<file path="src/rtl/ex_pkg.sv">
// Shared encodings for the multi-cycle execute stage: alu_op/funct codes,
// internal ALU control and the mul/div sequencer state.
package ex_pkg;

  localparam logic [1:0] ALUOP_ADD   = 2'b00;
  localparam logic [1:0] ALUOP_SUB   = 2'b01;
  localparam logic [1:0] ALUOP_RTYPE = 2'b10;
  localparam logic [1:0] ALUOP_SLT   = 2'b11;

  localparam logic [5:0] FN_MFHI = 6'h10;
  localparam logic [5:0] FN_MFLO = 6'h12;
  localparam logic [5:0] FN_MULT = 6'h18;
  localparam logic [5:0] FN_DIV  = 6'h1A;
  localparam logic [5:0] FN_ADD  = 6'h20;
  localparam logic [5:0] FN_SUB  = 6'h22;
  localparam logic [5:0] FN_AND  = 6'h24;
  localparam logic [5:0] FN_OR   = 6'h25;
  localparam logic [5:0] FN_NOR  = 6'h27;
  localparam logic [5:0] FN_SLT  = 6'h2A;

  typedef enum logic [3:0] {
    ALU_ADD, ALU_SUB, ALU_AND, ALU_OR, ALU_NOR, ALU_SLT,
    ALU_MFHI, ALU_MFLO, ALU_MULT, ALU_DIV, ALU_NONE
  } alu_ctl_e;

  typedef enum logic [1:0] {MD_IDLE, MD_BUSY, MD_DONE} md_state_e;

  typedef enum logic {MD_MULT, MD_DIV} md_op_e;

endpackage

</file>
<file path="src/rtl/ex_muldiv.sv">
// Iterative signed multiply/divide with HI/LO. Works on magnitudes for
// DATA_WIDTH cycles, then fixes signs in DONE. Divider present only with EX_DIV_EN.
module ex_muldiv
  import ex_pkg::*;
#(
  parameter int DATA_WIDTH = 8
) (
  input  logic                         clk,
  input  logic                         rst,
  input  logic                         flush,
  input  logic                         start,
  input  md_op_e                       op,
  input  logic signed [DATA_WIDTH-1:0] a,
  input  logic signed [DATA_WIDTH-1:0] b,
  output logic                         idle,
  output logic                         done,
  output logic [DATA_WIDTH-1:0]        res_lo,
  output logic [DATA_WIDTH-1:0]        hi,
  output logic [DATA_WIDTH-1:0]        lo
);

  localparam int W  = DATA_WIDTH;
  localparam int CW = $clog2(W);

  md_state_e      state;
  logic [CW-1:0]  cnt;
  logic [2*W-1:0] work;
  logic [W-1:0]   opnd;
  logic           neg_q;
  logic [W-1:0]   mag_a, mag_b, res_hi;
  logic [W:0]     mul_sum;
  logic [2*W-1:0] step, fix_prod;

  assign mag_a = a[W-1] ? -a : a;
  assign mag_b = b[W-1] ? -b : b;

  // Upper half of work is the accumulator (mult) or partial remainder (div).
  assign mul_sum = {1'b0, work[2*W-1:W]} + (work[0] ? {1'b0, opnd} : {(W+1){1'b0}});

`ifdef EX_DIV_EN
  logic         is_div, neg_r, div0;
  logic [W-1:0] dvd;
  logic [W:0]   shifted, trial;

  assign shifted = {work[2*W-1:W], work[W-1]};
  assign trial   = shifted - {1'b0, opnd};
`else
  logic unused_op;
  assign unused_op = op;
`endif

  always_comb begin
    step = {mul_sum, work[W-1:1]};
`ifdef EX_DIV_EN
    if (is_div)
      step = trial[W] ? {shifted[W-1:0], work[W-2:0], 1'b0}
                      : {trial[W-1:0],   work[W-2:0], 1'b1};
`endif
  end

  always_comb begin
    fix_prod = neg_q ? -work : work;
    res_hi   = fix_prod[2*W-1:W];
    res_lo   = fix_prod[W-1:0];
`ifdef EX_DIV_EN
    if (is_div) begin
      if (div0) begin
        res_lo = '1;
        res_hi = dvd;
      end else begin
        res_lo = neg_q ? -work[W-1:0]   : work[W-1:0];
        res_hi = neg_r ? -work[2*W-1:W] : work[2*W-1:W];
      end
    end
`endif
  end

  always_ff @(posedge clk) begin
    if (rst) begin
      state <= MD_IDLE;
      cnt   <= '0;
      hi    <= '0;
      lo    <= '0;
    end else if (flush) begin
      state <= MD_IDLE;
    end else begin
      case (state)
        MD_IDLE: if (start) begin
          state <= MD_BUSY;
          cnt   <= '0;
          neg_q <= a[W-1] ^ b[W-1];
`ifdef EX_DIV_EN
          is_div <= (op == MD_DIV);
          neg_r  <= a[W-1];
          div0   <= (b == '0);
          dvd    <= a;
          if (op == MD_DIV) begin
            opnd <= mag_b;
            work <= {{W{1'b0}}, mag_a};
          end else begin
            opnd <= mag_a;
            work <= {{W{1'b0}}, mag_b};
          end
`else
          opnd <= mag_a;
          work <= {{W{1'b0}}, mag_b};
`endif
        end
        MD_BUSY: begin
          work <= step;
          cnt  <= cnt + CW'(1);
          if (cnt == CW'(W-1)) state <= MD_DONE;
        end
        MD_DONE: begin
          hi    <= res_hi;
          lo    <= res_lo;
          state <= MD_IDLE;
        end
        default: state <= MD_IDLE;
      endcase
    end
  end

  assign idle = (state == MD_IDLE);
  assign done = (state == MD_DONE);

endmodule

</file>
<file path="src/rtl/ex_stage_mc.sv">
// Execute stage: decode, ALU, operand/destination muxes, branch target and the
// EX/MEM register; mult/div run in ex_muldiv (divide compiled in with EX_DIV_EN).
module ex_stage_mc
  import ex_pkg::*;
#(
  parameter int DATA_WIDTH     = 8,
  parameter int PC_WIDTH       = 6,
  parameter int REG_ADDR_WIDTH = 3,
  parameter int BR_SHIFT       = 0
) (
  input  logic                      clk,
  input  logic                      rst,
  input  logic                      flush,
  input  logic                      valid_in,
  output logic                      ready_out,
  input  logic [DATA_WIDTH-1:0]     readd1,
  input  logic [DATA_WIDTH-1:0]     readd2,
  input  logic [DATA_WIDTH-1:0]     sign_ext,
  input  logic [PC_WIDTH-1:0]       pc_next,
  input  logic [1:0]                alu_op,
  input  logic [5:0]                funct,
  input  logic                      alu_src,
  input  logic                      reg_dst,
  input  logic [REG_ADDR_WIDTH-1:0] rd,
  input  logic [REG_ADDR_WIDTH-1:0] rt,
  output logic                      valid_out,
  output logic                      wb_en,
  output logic [DATA_WIDTH-1:0]     alu_result,
  output logic                      zero,
  output logic                      ovf,
  output logic [REG_ADDR_WIDTH-1:0] write_reg,
  output logic [PC_WIDTH-1:0]       branch_target
);

  localparam int W  = DATA_WIDTH;
  localparam int EW = PC_WIDTH + DATA_WIDTH + BR_SHIFT;

  function automatic logic add_ovf(input logic signed [W-1:0] x, y, s);
    return (x[W-1] == y[W-1]) && (s[W-1] != x[W-1]);
  endfunction

  function automatic logic sub_ovf(input logic signed [W-1:0] x, y, s);
    return (x[W-1] != y[W-1]) && (s[W-1] != x[W-1]);
  endfunction

  logic signed [W-1:0]       op_a, op_b, sum, diff, alu_res;
  logic                      alu_ovf, alu_wb, is_md, accept, md_start;
  logic                      md_idle, md_done;
  logic [W-1:0]              md_res_lo, md_hi, md_lo;
  md_op_e                    md_op;
  alu_ctl_e                  ctl;
  logic [REG_ADDR_WIDTH-1:0] wreg, wreg_hold;
  logic [PC_WIDTH-1:0]       off_pc, tgt, bt_hold;

  logic                      vld_p1, wb_p1, zero_p1, ovf_p1;
  logic [W-1:0]              res_p1;
  logic [REG_ADDR_WIDTH-1:0] wreg_p1;
  logic [PC_WIDTH-1:0]       bt_p1;

  assign op_a = readd1;
  assign op_b = alu_src ? sign_ext : readd2;
  assign sum  = op_a + op_b;
  assign diff = op_a - op_b;
  assign wreg = reg_dst ? rd : rt;

  // Offset is sign-extended before the shift so the target wraps modulo 2^PC_WIDTH.
  assign off_pc = PC_WIDTH'(EW'($signed(sign_ext)) << BR_SHIFT);
  assign tgt    = pc_next + off_pc;

  always_comb begin
    ctl = ALU_NONE;
    case (alu_op)
      ALUOP_ADD: ctl = ALU_ADD;
      ALUOP_SUB: ctl = ALU_SUB;
      ALUOP_SLT: ctl = ALU_SLT;
      default: begin
        case (funct)
          FN_ADD:  ctl = ALU_ADD;
          FN_SUB:  ctl = ALU_SUB;
          FN_AND:  ctl = ALU_AND;
          FN_OR:   ctl = ALU_OR;
          FN_NOR:  ctl = ALU_NOR;
          FN_SLT:  ctl = ALU_SLT;
          FN_MFHI: ctl = ALU_MFHI;
          FN_MFLO: ctl = ALU_MFLO;
          FN_MULT: ctl = ALU_MULT;
`ifdef EX_DIV_EN
          FN_DIV:  ctl = ALU_DIV;
`endif
          default: ctl = ALU_NONE;
        endcase
      end
    endcase
  end

  always_comb begin
    alu_res = '0;
    alu_ovf = 1'b0;
    alu_wb  = 1'b1;
    case (ctl)
      ALU_ADD: begin
        alu_res = sum;
        alu_ovf = add_ovf(op_a, op_b, sum);
      end
      ALU_SUB: begin
        alu_res = diff;
        alu_ovf = sub_ovf(op_a, op_b, diff);
      end
      ALU_AND:  alu_res = op_a & op_b;
      ALU_OR:   alu_res = op_a | op_b;
      ALU_NOR:  alu_res = ~(op_a | op_b);
      ALU_SLT:  alu_res = (op_a < op_b) ? W'(1) : W'(0);
      ALU_MFHI: alu_res = md_hi;
      ALU_MFLO: alu_res = md_lo;
      default:  alu_wb  = 1'b0;
    endcase
  end

  assign is_md     = (ctl == ALU_MULT) || (ctl == ALU_DIV);
  assign md_op     = (ctl == ALU_DIV) ? MD_DIV : MD_MULT;
  assign accept    = valid_in && md_idle && !flush;
  assign md_start  = accept && is_md;
  assign ready_out = md_idle;

  ex_muldiv #(.DATA_WIDTH(DATA_WIDTH)) u_muldiv (
    .clk    (clk),
    .rst    (rst),
    .flush  (flush),
    .start  (md_start),
    .op     (md_op),
    .a      (op_a),
    .b      (op_b),
    .idle   (md_idle),
    .done   (md_done),
    .res_lo (md_res_lo),
    .hi     (md_hi),
    .lo     (md_lo)
  );

  always_ff @(posedge clk) begin
    if (md_start) begin
      wreg_hold <= wreg;
      bt_hold   <= tgt;
    end
  end

  // EX/MEM boundary (p1): single-cycle results or a retiring mult/div.
  always_ff @(posedge clk) begin
    if (rst) begin
      vld_p1  <= 1'b0;
      wb_p1   <= 1'b0;
      res_p1  <= '0;
      zero_p1 <= 1'b0;
      ovf_p1  <= 1'b0;
      wreg_p1 <= '0;
      bt_p1   <= '0;
    end else if (flush) begin
      vld_p1 <= 1'b0;
    end else if (md_done) begin
      vld_p1  <= 1'b1;
      wb_p1   <= 1'b0;
      res_p1  <= md_res_lo;
      zero_p1 <= (md_res_lo == '0);
      ovf_p1  <= 1'b0;
      wreg_p1 <= wreg_hold;
      bt_p1   <= bt_hold;
    end else if (accept && !is_md) begin
      vld_p1  <= 1'b1;
      wb_p1   <= alu_wb;
      res_p1  <= alu_res;
      zero_p1 <= (alu_res == '0);
      ovf_p1  <= alu_ovf;
      wreg_p1 <= wreg;
      bt_p1   <= tgt;
    end else begin
      vld_p1 <= 1'b0;
    end
  end

  assign valid_out     = vld_p1;
  assign wb_en         = wb_p1;
  assign alu_result    = res_p1;
  assign zero          = zero_p1;
  assign ovf           = ovf_p1;
  assign write_reg     = wreg_p1;
  assign branch_target = bt_p1;

endmodule

</file>
<file path="config.mk">
export PLATFORM = sky130hd
export DESIGN_NAME = ex_stage_mc
export DESIGN_NICKNAME = d
export VERILOG_FILES = /design/src/rtl/ex_pkg.sv /design/src/rtl/ex_muldiv.sv /design/src/rtl/ex_stage_mc.sv
export SDC_FILE = /design/constraint.sdc
export NUM_CORES = 1
export LEC_CHECK = 0
export BUFFER_PORTS_ARGS = -buffer_cell sky130_fd_sc_hd__buf_2
export CAP_MARGIN = 25
export CELL_PAD_IN_SITES_DETAIL_PLACEMENT = 1
export CELL_PAD_IN_SITES_GLOBAL_PLACEMENT = 2
export CORE_MARGIN = 5
export CORE_UTILIZATION = 30
export CTS_CLUSTER_SIZE = 28
export DETAILED_ROUTE_END_ITERATION = 10
export PLACE_DENSITY = 0.7
export SYNTH_ARGS = -nofsm -noshare
export SYNTH_HDL_FRONTEND = slang
export SYNTH_SLANG_ARGS = --single-unit
</file>
<file path="constraint.sdc">
create_clock -name clk -period 9.5 [get_ports clk]
set_input_delay 2.85 -clock clk [delete_from_list [all_inputs] [get_ports clk]]
set_output_delay 2.85 -clock clk [all_outputs]
set_load 0.1 [all_outputs]
</file>
======== After elaboration in Yosys (flattened, before gate mapping) ========
Cells that the tools add are included.
word-level totals
  flip-flop bits (word level) ............. 76
  latch bits .............................. 0
  RAM bits ................................ 0
  ROM bits ................................ 0
  input bits .............................. 50
  output and inout port bits .............. 22
  memories kept ........................... 0
operators by class
  add/subtract/negate cells ............... 8
  multipliers ............................. 0
  div/mod/pow operators ................... 0
  $lt $le $gt $ge ......................... 1
  eq/ne operators ......................... 29
  shift-type cells ........................ 0
  mux-type cells .......................... 33
  bitwise logic cells ..................... 6
  reduce and logical (&&, ||, !) cells .... 24
operators by type and width
  operator                                                         count
  8-bit case mux with 8 select lines                               1
  8-bit 2-to-1 mux                                                 5
  6-bit == test, second input constant                             6
  4-bit case mux with 9 select lines                               1
  16-bit 2-to-1 mux                                                2
  16-bit case mux with 2 select lines                              1
  6-bit by 5-bit == test with 1-bit output, second input constant  3
  4-bit by 3-bit == test with 1-bit output, second input constant  4
  8-bit zero test                                                  2
  16-bit negator                                                   1
  8-bit negator                                                    2
  3-bit 2-to-1 mux                                                 4
  6-bit 2-to-1 mux                                                 2
  4-bit case mux with 3 select lines                               1
  1-bit 2-to-1 mux                                                 10
  8-bit by 9-bit adder with 9-bit output                           1
  8-bit adder                                                      1
  8-bit bitwise AND                                                1
  4-bit by 2-bit == test with 1-bit output, second input constant  2
  4-bit == test, second input constant                             2
  8-bit < comparator                                               1
  8-bit inverter                                                   1
  8-bit OR                                                         1
  4-bit AND reduction                                              2
  28 further kinds                                                 44

======== Depth between registers and ports, before layout ========
Gate-level depths: netlist (run 1).
  depth after elaboration ................. 9
  mapped depth ............................ 13
  gate-level depth less buffers ........... 12

======== By module ========
Synthesis (run 1) repeated with hierarchy kept, for this count alone.
second synthesis, totals
  cells, all modules ...................... 653
  area, all modules ....................... 5766.8 um2
modules (own cells, without submodules)
  module       times used  cells each  area an instance (um2)  seq. area each (um2)
  ex_stage_mc  1           360         2995.4                  690.7
  ex_muldiv    1           293         2771.4                  1171.1

======== Worst setup path after synthesis (run 1) ========
Ideal clock, no wire load.
  kind .................................... input -> register
  start ................................... input port funct[2]
  end ..................................... register u_muldiv.work[0], enable pin
  arrival time ............................ 5739 ps
  setup slack ............................. 3372 ps
  stages on the path ...................... 7
  buffers on the path ..................... 1
  path through ............................ buf_2 -> or4b_1 -> o22ai_2 -> nor2_1 -> nor3b_1 -> o21ai_1 -> nor2_1
on the way
  cells in the longest elaborated chain, start to end .. 8
ends and longest elaborated chain
  item                                                                       line                RTL
  start, declared                                                            ex_stage_mc.sv:21   input logic [5:0] funct,
  6-bit by 5-bit == test with 1-bit output or 6-bit == test (tied branches)  ex_stage_mc.sv:77   case (funct)
  4-bit case mux with 9 select lines *                                       ex_stage_mc.sv:77
  4-bit case mux with 3 select lines *                                       ex_stage_mc.sv:72   case (alu_op)
  4-bit == test (on tied branches)                                           n/a
  1-bit logical OR *                                                         ex_stage_mc.sv:119  assign is_md = (ctl == ALU_MULT) || (ctl == ALU_DIV);
  1-bit logical AND *                                                        ex_stage_mc.sv:122  assign md_start = accept && is_md;
  2-bit != test (no source line) *                                           n/a
  4-bit AND reduction (no source line) *                                     n/a
  end signal, assigned                                                       ex_muldiv.sv:106    work <= {{W{1'b0}}, mag_b};
  end signal, assigned                                                       ex_muldiv.sv:110    work <= step;
  end, declared                                                              ex_muldiv.sv:27     logic [2*W-1:0] work;
Every way passes the cells marked *; elsewhere a longest branch is shown, timed or not.
A chain may end at the register's enable or synchronous reset.

======== Worst setup path after layout (run 1) ========
  start ................................... input port alu_src
  end ..................................... register zero_p1 (netlist: zero)
on the way
  cells in the longest elaborated chain, start to end .. 7
ends and longest elaborated chain
  item                                                line                                                        RTL
  start, declared                                     ex_stage_mc.sv:22                                           input logic alu_src,
  8-bit 2-to-1 mux *                                  ex_stage_mc.sv:61                                           assign op_b = alu_src ? sign_ext : readd2;
  8-bit < comparator or 8-bit OR (tied branches)      ex_stage_mc.sv:112, ex_stage_mc.sv:110, ex_stage_mc.sv:111
  1-bit 2-to-1 mux or 8-bit inverter (tied branches)  ex_stage_mc.sv:112, ex_stage_mc.sv:111
  8-bit case mux with 8 select lines *                ex_stage_mc.sv:100                                          case (ctl)
  8-bit zero test *                                   ex_stage_mc.sv:171                                          zero_p1 <= (alu_res == '0);
  1-bit 2-to-1 mux *                                  ex_stage_mc.sv:167                                          end else if (accept && !is_md) begin
  1-bit 2-to-1 mux *                                  ex_stage_mc.sv:159                                          end else if (md_done) begin
  end signal, assigned                                ex_stage_mc.sv:163                                          zero_p1 <= (md_res_lo == '0);
  end signal, assigned                                ex_stage_mc.sv:171
  end, declared                                       ex_stage_mc.sv:55                                           logic vld_p1, wb_p1, zero_p1, ovf_p1;
Every way passes the cells marked *; elsewhere a longest branch is shown, timed or not. The select of a mux whose other input is x is not followed.

==> summary.txt, run 1 <==
Worst setup path
  – Critical path's top delay family: compound AO/OA/AOI/OAI gates
  – Setup crit start kind: input port
  – Crit path buf inv count: 2
  – Worst-path fanout max: 8
  – R2R Path End: branch_target[5]$_SDFFE_PP0P_
  – Cell at the slowest stage of the critical path: mux2i_1
  – Crit path DAT: 6070 ps
  – R2r setup slk: 6610 ps
  – Critical path capture point type: register
  – Crit-path cells: buf_2, mux2i_1, inv_1, ha_1, fa_1, a21o_1, a21oi_1, o22ai_1, nor2_1, o21ai_0, a2111o_1, nor3_1, a41o_1
  – Worst Path Required: 9790 ps
  – Worst reg2reg startpoint: u_muldiv.state[0]$_SDFFE_PN0P_
  – Path type of the worst setup path: input port to register
  – R2R depth: 5
  – Worst path max stage delay: 500 ps

Power
  – PwrDens: 145.9 nW/um^2
  – VDD IR-drop max: 110.2 uV
  – P_leak: 2.576 nW
  – Total power: 0.9260 mW

Floorplanning
  – CORE AREA: 17900 um^2
  – # IOs: 72
  – Starting Density: 0.3029
  – DIE AREA: 20860 um^2
  – Die height: 144.4 um
  – Die Wd: 144.4 um
  – Num rows: 49

Min path
  – Hold depth: 2
  – HP Class: register to register
  – Hold EP: write_reg[0]$_SDFFE_PP0P_
  – Hold Crit Start: write_reg[0]$_SDFFE_PP0P_

Cells and area
  – Layout cells sized above 1: 0.1626
  – # nets final: 781
  – Top reg by flops: u_muldiv.work
  – Area grow syn2layout: 17.03%
  – Number of diodes: 0
  – Largest register FFs: 16
  – Post-route insts no fill: 918

Job
  – Max_cap viols: 0

Routing
  – DRC: 0
  – DR vias/cell: 5.275
  – Drt pass-1 iters: 4
  – Wire per inst: 19.25 um
  – Routed Antenna Nets: 0
  – Vias: 4842
  – Routed Wire Length: 17670 um
  – Initial drt markers: 248

Clocking
  – Cts repair resizes: 0
  – H-tree levels: 3
  – TritonCTS clock tree: done
  – Setup Buffers After CTS: 0
  – Root Buffer: clkbuf_16
  – Clock transition at path regs: 60 ps
  – Post-CTS Hold Buffers: 0
  – Cts bufs inserted: 9
  – CTS Buffer Depth: 2
  – Clock Sinks: 76
  – Clk Latency, worst-skew pair: 350 ps

Timing
  – Final Skew: 7.758 ps
  – Min setup slack post-route: 3719 ps
  – Final min period: 5781 ps
  – Setup Total Neg Slack: 0 ps
  – Final setup fails: 0
  – Worst relative slew slack: 0.3656
  – RSZ-0062 raised after global routing: no
  – Slew Viols, Final: 0
  – Worst Tran Pin Value: 938.4 ps
  – Min Hold Slack: 452.1 ps
  – FMAX: 0.1730 GHz
  – Hold Vio Cnt, Final: 0
  – Part of the cycle the worst path needs: 0.6085

Logic synthesis
  – Seq cells post-synth: 76
  – Simple-Gate Fraction of Synth Area: 0.2072
  – Post-synth ARST share: 0
  – Yosys cell types: 71
  – Post-synthesis mux area share: 0.03623
  – Mapped Avg Cell Area: 8.746 um^2
  – Largest area contributor in the netlist: edfxtp_1
  – Syn Inst Count: 620
  – Ys flop type: dfxtp_1
  – Main combinational cell family by area after synthesis: simple AND/OR/NAND/NOR gates
  – XOR/XNOR Fraction of Synth Area: 0.06138
  – Yosys warnings: 0
  – Post-Synth Adder-Cell Area: 0.1140
  – Sequential area share after synthesis: 0.3433
  – Mapped Area: 5423 um^2
  – Syn Nets: 717
  – Synth area leaders: edfxtp_1 19%, dfxtp_1 16%, ha_1 9.9%
  – Compound-cell area share of the yosys netlist: 0.1943
  – Post-synth EDFFs: 34
  – Top cell type's share of synthesized area: 0.1883

Placement
  – Pre-CTS setup slack: 3404 ps
  – Post-placement cell count: 902
  – GP Congestion: 0.9152
  – DPL Wire Length: 13880 um
  – Port bufs: 71

GRT
  – First-pass GRT wire length: 27580 um
  – Antenna violations before repair: 0
  – Gr ovfl total: 0
  – Pin count of the biggest net entering global routing: 46
  – Vias in the first global route: 4872
  – GRT Total Usage: 0.1718

Status
  – Outcome: finished, final reports clean
-- worst min-delay path: cells and delay by family, from the launching register on --
family	cells	cell delay (ps)
DFF	1	310
AOI/OAI and AO/OA	1	50
and+or+nand+nor	1	50
-- final cells by class --
type / instances / area (um^2)
Inverter: 37 / 138.9
Multi-Input combinational cell: 482 / 3329
Tap cell: 229 / 286.5
Timing Repair Buffer: 78 / 411.6
Clock buffer: 10 / 229.0
Sequential cell: 76 / 1862
Clock inverter: 6 / 88.84
Fill cell: 2142 / 11560
-- cells in the mapped netlist (3+ instances only) --
master    count
mux2_2        3
a21o_1        9
inv_1        37
ha_1         43
and4_1        4
nor3_1       15
a221oi_1      3
nor4_1        3
o221ai_1      4
nand2b_1      7
nand2_1      71
nor3b_1       4
nor2_1       62
o21ai_0      19
xnor2_1      28
a31oi_1       4
buf_2         3
fa_1          4
o211ai_1      4
a211oi_1     12
o31ai_1       4
nand3b_1      3
or3_1         7
xor2_1       10
nand3_1      10
dfxtp_1      42
a211o_1       4
nand4_1       3
a222oi_1      3
a21oi_1      41
clkbuf_1     20
mux2i_1      14
o21bai_1      5
and2_1        9
a311oi_1      4
edfxtp_1     34
a22oi_1       6
nor2b_1      12
and3_1        4
-- power by group --
| group | total, mW | internal, mW | switching [mW] | leakage, nW |
|---|---|---|---|---|
| Sequential | 0.352 | 0.349 | 0.00300 | 0.657 |
| Clock | 0.371 | 0.230 | 0.141 | 0.149 |
| Combinational | 0.203 | 0.0657 | 0.137 | 1.77 |
| Total | 0.926 | 0.645 | 0.281 | 2.58 |
-- logic make-up (layout without fill, tap and decap cells) --
kind of cell / Yosys count / after routing
AO/OA/AOI/OAI: 150 / 150
XOR/XNOR: 38 / 38
adder cells (fa/ha/maj): 47 / 47
buffers and inverters: 62 / 131
flip-flops: 76 / 76
multiplexers: 19 / 19
AND/OR/NAND/NOR: 228 / 228
-- through the flow --
stage	util	instance area [um^2]
floorplan	-	5423
global placement	0.3361	6017
detailed placement	0.3367	6028
CTS	0.3545	6346
global route	0.3545	6346
finish	0.3545	6346
-- placed cells by master (no fill, tap or decap), types with 12 or more instances in the layout --
cell type	n
nor2_1	62
a21oi_1	41
nand2_1	71
mux2i_1	14
ha_1	43
buf_2	71
dfxtp_1	42
a211oi_1	12
edfxtp_1	34
o21ai_0	19
nor2b_1	12
xnor2_1	28
nor3_1	15
inv_1	37
-- per-layer routing --
metal | vias up | GRT usage | wire length [um]
met5 | - | 0 | 0
met2 | 91 | 0.2775 | 8259
met4 | 0 | 0.04516 | 245
met1 | 2369 | 0.2409 | 8343
li1 | 2364 | - | -
met3 | 18 | 0.02480 | 818
-- worst max-delay path by stage --
stage,slack (ps),start,end,cells after the start
global placement,3460,alu_src,alu_result[6]$_SDFFE_PP0P_,13
CTS,3750,alu_src,zero$_SDFFE_PP0P_,13
floorplan,3370,funct[2],u_muldiv.work[0]$_DFFE_PP_,7
global route,3620,alu_src,zero$_SDFFE_PP0P_,13
finish,3720,alu_src,zero$_SDFFE_PP0P_,13
detailed placement,3400,alu_src,zero$_SDFFE_PP0P_,13
Note: power is estimated with default switching activity, not from simulation.
==> run 2, diff against run 1 <==
==> constraint.sdc (replaced) <==
create_clock -name clk -period 5.7 [get_ports clk]
set_input_delay 1.71 -clock clk [delete_from_list [all_inputs] [get_ports clk]]
set_output_delay 1.71 -clock clk [all_outputs]
set_load 0.1 [all_outputs]
==> run 2 against run 1 <==
  * Clock power is 63% higher
  * Power is 65% higher
  * Non-clock buffer count is 1 higher
  * Register-to-register slack worse by 3700 ps
  * Utilization hardly changed
  * Clock skew hardly changed
  * Routed wire length is 0.61% higher
  * Combinational power is 66% higher
  * Highest routed layer unchanged
  * Worst hold slack worse by 3.2 ps
  * Critical path depth stayed put
==> summary.txt, run 2 (synthesis results as in run 1) <==
Timing
  – Final Skew: 7.621 ps (-0.1367 ps)
  – Worst Tran Pin Value: 960.7 ps (+22.29 ps)
  – Setup Total Neg Slack: 0 ps (unchanged)
  – Min setup slack post-route: 1193 ps (-2526 ps)
  – Final setup fails: 0 (unchanged)
  – Min Hold Slack: 448.9 ps (-3.229 ps)
  – Slew Viols, Final: 0 (unchanged)
  – Part of the cycle the worst path needs: 0.7907
  – RSZ-0062 raised after global routing: no
  – Hold Vio Cnt, Final: 0 (unchanged)
  – FMAX: 0.2219 GHz
  – Final min period: 4507 ps
  – Worst relative slew slack: 0.3542 (-0.01138)

Clocking
  – Clock transition at path regs: 60 ps (about the same)
  – CTS Buffer Depth: 2 (unchanged)
  – Clock Sinks: 76 (unchanged)
  – H-tree levels: 3 (unchanged)
  – Setup Buffers After CTS: 0 (unchanged)
  – Cts bufs inserted: 9 (unchanged)
  – TritonCTS clock tree: done
  – Cts repair resizes: 0 (unchanged)
  – Clk Latency, worst-skew pair: 330 ps (-20 ps)
  – Root Buffer: clkbuf_16
  – Post-CTS Hold Buffers: 0 (unchanged)

Job
  – Max_cap viols: 0 (unchanged)

Worst setup path
  – Critical path capture point type: register
  – R2R depth: 3 (-2)
  – Cell at the slowest stage of the critical path: mux2i_1
  – Critical path's top delay family: compound AO/OA/AOI/OAI gates
  – R2r setup slk: 2940 ps (-3670 ps)
  – R2R Path End: u_muldiv.neg_q$_DFFE_PP_
  – CP Depth: 13 (unchanged)
  – CP Launch Point: alu_src
  – Worst path max stage delay: 460 ps (-40 ps)
  – Crit-path cells: buf_2, mux2i_1, inv_1, ha_1, fa_1, a21o_1, a21oi_1, o22ai_1, nor2_1, o21ai_0, a2111o_1, nor3_1, a41o_1
  – Path type of the worst setup path: input port to register
  – Worst Path Required: 5980 ps (-3810 ps)
  – Worst-path fanout max: 8 (unchanged)
  – Worst reg2reg startpoint: u_muldiv.state[0]$_SDFFE_PN0P_
  – Crit path DAT: 4790 ps (-1280 ps)
  – Setup crit start kind: input port
  – Crit path to: zero$_SDFFE_PP0P_
  – Crit path buf inv count: 2 (unchanged)

Routing
  – Drt pass-1 iters: 5 (+1)
  – DRC: 0 (unchanged)
  – Routed Antenna Nets: 0 (unchanged)
  – Wire per inst: 19.34 um (+0.50%)
  – Vias: 4873 (+0.64%)
  – DR vias/cell: 5.303 (+0.53%)
  – DRT met1 WL: 8275 um (-0.82%)
  – Met2 WL post-DR: 8523 um (+3.2%)
  – Initial drt markers: 241 (-2.8%)
  – Routed Wire Length: 17780 um (+0.61%)
  – Highest routed layer: met4
  – WL met3: 773 um (-5.5%)

Status
  – Outcome: finished, final reports clean

GRT
  – Antenna violations before repair: 0 (unchanged)
  – Gr ovfl total: 0 (unchanged)
  – GRT Total Usage: 0.1720 (+0.0002230)
  – First-pass GRT wire length: 27660 um (+0.28%)
  – Pin count of the biggest net entering global routing: 36 (-22%)
  – Vias in the first global route: 4925 (+1.1%)

Placement
  – DPL Wire Length: 14120 um (+1.8%)
  – Post-placement cell count: 903 (+0.11%)
  – GP Congestion: 0.9257 (+1.1%)
  – Pre-CTS setup slack: 889.5 ps (-2515 ps)
  – Port bufs: 71 (unchanged)

Floorplanning
  – # IOs: 72 (unchanged)
  – Starting Density: 0.3029 (unchanged)
  – Die Wd: 144.4 um (unchanged)
  – DIE AREA: 20860 um^2 (unchanged)
  – CORE AREA: 17900 um^2 (unchanged)
  – Die height: 144.4 um (unchanged)
  – Num rows: 49 (unchanged)

Cells and area
  – Area grow syn2layout: 17.01% (about the same)
  – Top reg by flops: u_muldiv.work
  – # nets final: 782 (+0.13%)
  – Commonest non-fill, non-tap cells in the layout: 71 x nand2_1, 71 x buf_2, 62 x nor2_1
  – Largest register FFs: 16 (unchanged)
  – Number of diodes: 0 (unchanged)
  – Layout cells sized above 1: 0.1638 (+0.001214)
  – Post-route insts no fill: 919 (+0.11%)

Power
  – Total power: 1.527 mW (+65%)
  – VDD IR-drop max: 127.4 uV (+16%)
  – P_leak: 2.586 nW (+0.40%)
  – PwrDens: 240.7 nW/um^2 (+65%)

Min path
  – Hold depth: 2 (unchanged)
  – HP Class: register to register
-- run 2: changes by cell type in the layout (fill, tap and decap cells not counted) --
cell and change:
buf_4 +2, buf_6 -1, bufinv_16 -1, clkbuf_16 +1
clkinv_4 +1, clkinvlp_4 -2, inv_4 +1
-- run 2: routing by layer --
layer,up-vias,global-route usage
li1,2359,-
met1,2411,0.2383
met2,91,0.2843
met3,12,0.02414
met4,0,0.04075
met5,-,0
-- run 2: where the power goes --
group	total [mW]	switching (mW)	internal (mW)	leakage (nW)
Clock	0.604	0.237	0.367	0.155
Combinational	0.337	0.226	0.110	1.77
Sequential	0.586	0.00506	0.581	0.657
Total	1.53	0.468	1.06	2.59
-- run 2: layout make-up --
| class | instances | area, um^2 |
|---|---|---|
| fill | 2154 | 11560 |
| clock buffer | 11 | 254.0 |
| clock inverter | 5 | 58.81 |
| inverter | 37 | 138.9 |
| sequential | 76 | 1862 |
| tap | 229 | 286.5 |
| timing repair buffer | 79 | 415.4 |
| multi-input combinational | 482 | 3329 |
-- run 2: how the worst min path moves through the flow --
stage / startpoint / to / slack [ps]
6_report: write_reg[0]$_SDFFE_PP0P_ / write_reg[0]$_SDFFE_PP0P_ / 450
5_1_grt: write_reg[0]$_SDFFE_PP0P_ / write_reg[0]$_SDFFE_PP0P_ / 470
4_1_cts: write_reg[0]$_SDFFE_PP0P_ / write_reg[0]$_SDFFE_PP0P_ / 450
3_5_place_dp: write_reg[0]$_SDFFE_PP0P_ / write_reg[0]$_SDFFE_PP0P_ / 440
3_3_place_gp: write_reg[1]$_SDFFE_PP0P_ / write_reg[1]$_SDFFE_PP0P_ / 440
2_1_floorplan: u_muldiv.hi[6]$_SDFFE_PP0P_ / u_muldiv.hi[6]$_SDFFE_PP0P_ / 430
-- run 2: worst reg2reg max path, stage by stage, from the launching register on --
cell and delay [ps]:
dfxtp_1 360, nor4b_1 770, nor3b_2 470, nor2b_1 780
-- run 2: stage by stage --
| stage | cell area, um^2 | util |
|---|---|---|
| floorplan | 5423 | - |
| global placement | 6032 | 0.3369 |
| detailed placement | 6032 | 0.3369 |
| CTS | 6345 | 0.3544 |
| global route | 6345 | 0.3544 |
| finish | 6345 | 0.3544 |
